--- src/rtl/rr_grant_arbiter.sv ---
// rr_grant_arbiter: round-robin arbiter with one-hot grant, hold limit and timeout pulse
module rr_grant_arbiter #(
  parameter int N = 4,
  parameter int MAX_HOLD = 8
) (
  input  logic                   clk,
  input  logic                   rst,
  input  logic [N-1:0]           req,
  input  logic [N-1:0]           done,
  output logic [N-1:0]           grant,
  output logic [$clog2(N)-1:0]   grant_id,
  output logic                   grant_valid,
  output logic                   timeout
);
  localparam int IW = $clog2(N);
  localparam int CW = $clog2(MAX_HOLD + 1);
  typedef enum logic {IDLE, GRANT} state_t;
  state_t state;
  logic [IW-1:0] ptr, win_hi, win_lo, win, nxt;
  logic [CW-1:0] hold_cnt;
  logic any_hi, release_now;
  always_comb begin
    win_hi = '0;
    win_lo = '0;
    any_hi = 1'b0;
    for (int i = N - 1; i >= 0; i--) begin
      win_lo = req[i] ? IW'(i) : win_lo;
      win_hi = (req[i] && i >= int'(ptr)) ? IW'(i) : win_hi;
      any_hi = (req[i] && i >= int'(ptr)) ? 1'b1 : any_hi;
    end
  end
  assign win = any_hi ? win_hi : win_lo;
  assign nxt = (grant_id == IW'(N - 1)) ? '0 : grant_id + 1'b1;
  assign release_now = done[grant_id] || !req[grant_id] || hold_cnt == CW'(MAX_HOLD - 1);
  always_ff @(posedge clk) begin
    if (rst) begin
      state <= IDLE;
      ptr <= '0;
      hold_cnt <= '0;
      grant <= '0;
      grant_id <= '0;
      grant_valid <= 1'b0;
      timeout <= 1'b0;
    end else begin
      timeout <= 1'b0;
      case (state)
        IDLE: if (|req) begin
          grant <= {{(N-1){1'b0}}, 1'b1} << win;
          grant_id <= win;
          grant_valid <= 1'b1;
          hold_cnt <= '0;
          state <= GRANT;
        end
        GRANT: if (release_now) begin
          grant <= '0;
          grant_valid <= 1'b0;
          ptr <= nxt;
          timeout <= req[grant_id] && !done[grant_id];
          state <= IDLE;
        end else begin
          hold_cnt <= hold_cnt + 1'b1;
        end
        default: state <= IDLE;
      endcase
    end
  end
endmodule

--- config.mk ---
export PLATFORM = sky130hd
export DESIGN_NAME = rr_grant_arbiter
export DESIGN_NICKNAME = d
export VERILOG_FILES = /design/src/rtl/rr_grant_arbiter.sv
export SDC_FILE = /design/constraint.sdc
export NUM_CORES = 1
export LEC_CHECK = 0
export CORE_MARGIN = 2
export CORE_UTILIZATION = 45
export CTS_CLUSTER_SIZE = 25
export DETAILED_ROUTE_END_ITERATION = 7
export PLACE_DENSITY = 0.83
export SLEW_MARGIN = 20
export SYNTH_ARGS = -nofsm -noshare
export SYNTH_HDL_FRONTEND = slang
export SYNTH_SLANG_ARGS = --single-unit
--- constraint.sdc ---
create_clock -name clk -period 3 [get_ports clk]
set_input_delay 0.3 -clock clk [delete_from_list [all_inputs] [get_ports clk]]
set_output_delay 0.3 -clock clk [all_outputs]
set_load 0.02 [all_outputs]
==> results.sh <==
export IMPL_nets=124
export IMPL_seq_area_frac_synth=0.359
export IMPL_start_kind="input port"
export IMPL_seqPwrFrac=0.497
export IMPL_clk_pin_slew_ps=90
export IMPL_start_util=0.480
export IMPL_syn_inst=93
export IMPL_rows=15
export IMPL_finish_utilization=0.604
export IMPL_async_reset_ff_frac=0
export IMPL_maxCapViolations=0
export IMPL_crit_arrival_ps=2170
export IMPL_p_leak_uw=0.000361
export IMPL_p_sw_uw=132
export IMPL_grt_setup_unrepaired="false"
export IMPL_drt_total_wl_mm=1.77
export IMPL_syn_to_final_growth_pct=25.9
export IMPL_cts_made_buffers=3
export IMPL_busiest_layer="met2"
export IMPL_hpwl_mm=1.34
export IMPL_powerDensity_nw_per_um2=428
export IMPL_vias_per_cell=5.61
export IMPL_worstSetupEndpointType="flop"
export IMPL_grt_ovfl_total=0
export IMPL_cts_tree="done"
export IMPL_clock_sinks=15
export IMPL_switching_share=0.293
export IMPL_cts_root_buf="clkbuf_4"
export IMPL_htreeDepth=1
export IMPL_use_met1=0.227
export IMPL_clkPwrFrac=0.255
export IMPL_dieArea_sq_um=2220
export IMPL_syn_avg_cell_area_sq_um=9.00
export IMPL_pin_count=18
export IMPL_pre_cts_slack_ps=713
export IMPL_setup_slack_ps=1000
export IMPL_outcome="finished clean"
export IMPL_min_period_ps=2000
export IMPL_hp_class="flop to flop"
export IMPL_syn_num_nets=105
export IMPL_drive_gt1_frac=0.0721
export IMPL_cts_path_max_buffers=2
export IMPL_grt_pass1_wl_mm=3.00
export IMPL_cts_setup_buffers=0
export IMPL_vdd_drop_max_uv=322
export IMPL_first_pass_iters=4
export IMPL_reg2reg_depth=3
export IMPL_hold_viol=0
export IMPL_finalPower_uw=451
export IMPL_synth_edf_count=0
export IMPL_syn_area_sq_um=837
export IMPL_die_h_um=47.1
export IMPL_critical_path_class="input port to flop"
export IMPL_portBuffers=17
export IMPL_synth_top_area_cell="dfxtp_1"
export IMPL_grt_max_degree=22
export IMPL_remaining_drc_errors=0
export IMPL_use_met3=0.0654
export IMPL_fin_skew_ps=10.9
export IMPL_die_w_um=47.1
export IMPL_synth_top_cell_area_share=0.359
export IMPL_setup_viol=0
export IMPL_tns_ps=0
export IMPL_drv_slew=0
export IMPL_antenna_left=0
export IMPL_grt_usage=0.188
export IMPL_reg2reg_from="grant_id[1]"
export IMPL_p_int_uw=319
export IMPL_n_antenna_cell=0
export IMPL_crit_path_end="ptr[0]"
export IMPL_post_cts_resize_count=0
export IMPL_timing_slew_headroom=0.585
export IMPL_pwr_share_comb=0.249
export IMPL_period_share=0.667
export IMPL_r2r_end="ptr[0]"
export IMPL_first_iter_violations=21
export IMPL_synth_seq_cells=15
export IMPL_fmax_mhz=500
export IMPL_post_drt_wl_per_cell_um=13.0
export IMPL_place_congestion=0.897
export IMPL_path_max_fanout=8
export IMPL_final_common_cell="clkdlybuf4s50_1"
export IMPL_tightestPinTransition_ps=621
export IMPL_startpoint="req[3]"
export IMPL_cp_required_ps=3170
export IMPL_final_fill_count=153
export IMPL_antenna_found_initial=0
export IMPL_synthFlopType="dfxtp_1"
export IMPL_yosysWarningCount=0
export IMPL_r2r_setup_slack_ps=1160
export IMPL_layout_common_cells="clkdlybuf4s50_1 (17), dfxtp_1 (15), nor2b_1 (8)"
export IMPL_grt_pass1_vias=724
export IMPL_multiInputGateArea_sq_um=518
export IMPL_gr_usage_met2=0.326
export IMPL_coreArea_sq_um=1750
export IMPL_synth_cell_types=30
export IMPL_regArea_sq_um=300
export IMPL_cts_hold_buf=0
export IMPL_ys_top_cells_by_area="dfxtp_1 (36%), nor2b_1 (6.0%), mux4_2 (5.4%)"
export IMPL_via_count=763
export IMPL_clk_insertion_delay_late_ps=290
-- through the flow --
step	instance area (sq um)	hold slack [ps]	cells
floorplan	837	484	93
global placement	1030	485	132
global route	1050	519	136
detailed placement	1030	487	132
CTS	1050	504	136
finish	1050	499	136
-- area by class of cell --
| cell class | instances | share of cell area |
|---|---|---|
| clock buffers | 4 | 0.0249 |
| inverters | 2 | 0.00713 |
| multi-input cells | 73 | 0.492 |
| flip-flops and latches | 15 | 0.285 |
| well taps | 25 | 0.0297 |
| repair buffers | 17 | 0.162 |
-- metal layers --
layer | part of all wire | wire [um] | up-vias
li1 | - | - | 384
met1 | 0.44 | 779 | 366
met2 | 0.52 | 917 | 13
met3 | 0.041 | 72 | 0
met4 | 0 | 0 | 0
met5 | 0 | 0 | -
-- cell usage after synthesis, types with 2 or more instances --
library cell and count:
a21oi_1 7, clkbuf_1 3, dfxtp_1 15, ha_1 2, inv_1 2, mux2i_1 2
mux4_2 2, nand2_1 3, nand2b_1 7, nand3_1 2, nand3b_1 5, nor2_1 6
nor2b_1 8, nor3_1 3, o211ai_1 5, o21ai_0 2, o32ai_1 4, or3_1 3
-- critical path, stage by stage --
cell	delay, ps
clkdlybuf4s50_1	500
nor2b_1	170
mux4_2	540
a21boi_4	280
mux2_2	370
-- power by group through the flow --
stage | clock network, uW | logic, uW | registers (uW)
after CTS | 121 | 113 | 224
final | 115 | 112 | 224
after global placement | 0 | 110 | 228
after global routing | 128 | 122 | 226
after floorplan | 0 | 59.5 | 236
after detailed placement | 0 | 112 | 228
-- flip-flops by register name, summed over array words and instances, names as in the netlist --
register     cells
state            1
hold_cnt         4
grant_valid      1
ptr              2
timeout          1
grant_id         2
grant            4
-- how the worst min path moves through the flow --
stage	from	to	slack, ps	cells past startpoint
2_1_floorplan	rst	ptr[1]	480	2
3_3_place_gp	grant_valid	grant_valid	480	2
3_5_place_dp	grant_valid	grant_valid	490	2
4_1_cts	grant_valid	grant_valid	500	2
5_1_grt	grant_valid	grant_valid	520	2
6_report	grant_valid	grant_valid	500	2
-- kinds of logic after synthesis --
kind of cell,after synthesis,share of synthesized area
buffers and inverters,5,0.0224
AO/OA/AOI/OAI,22,0.191
multiplexers,5,0.0912
AND/OR/NAND/NOR,44,0.306
flip-flops,15,0.359
adder cells (fa/ha/maj),2,0.0299
Note: power is estimated with default switching activity, not from simulation.
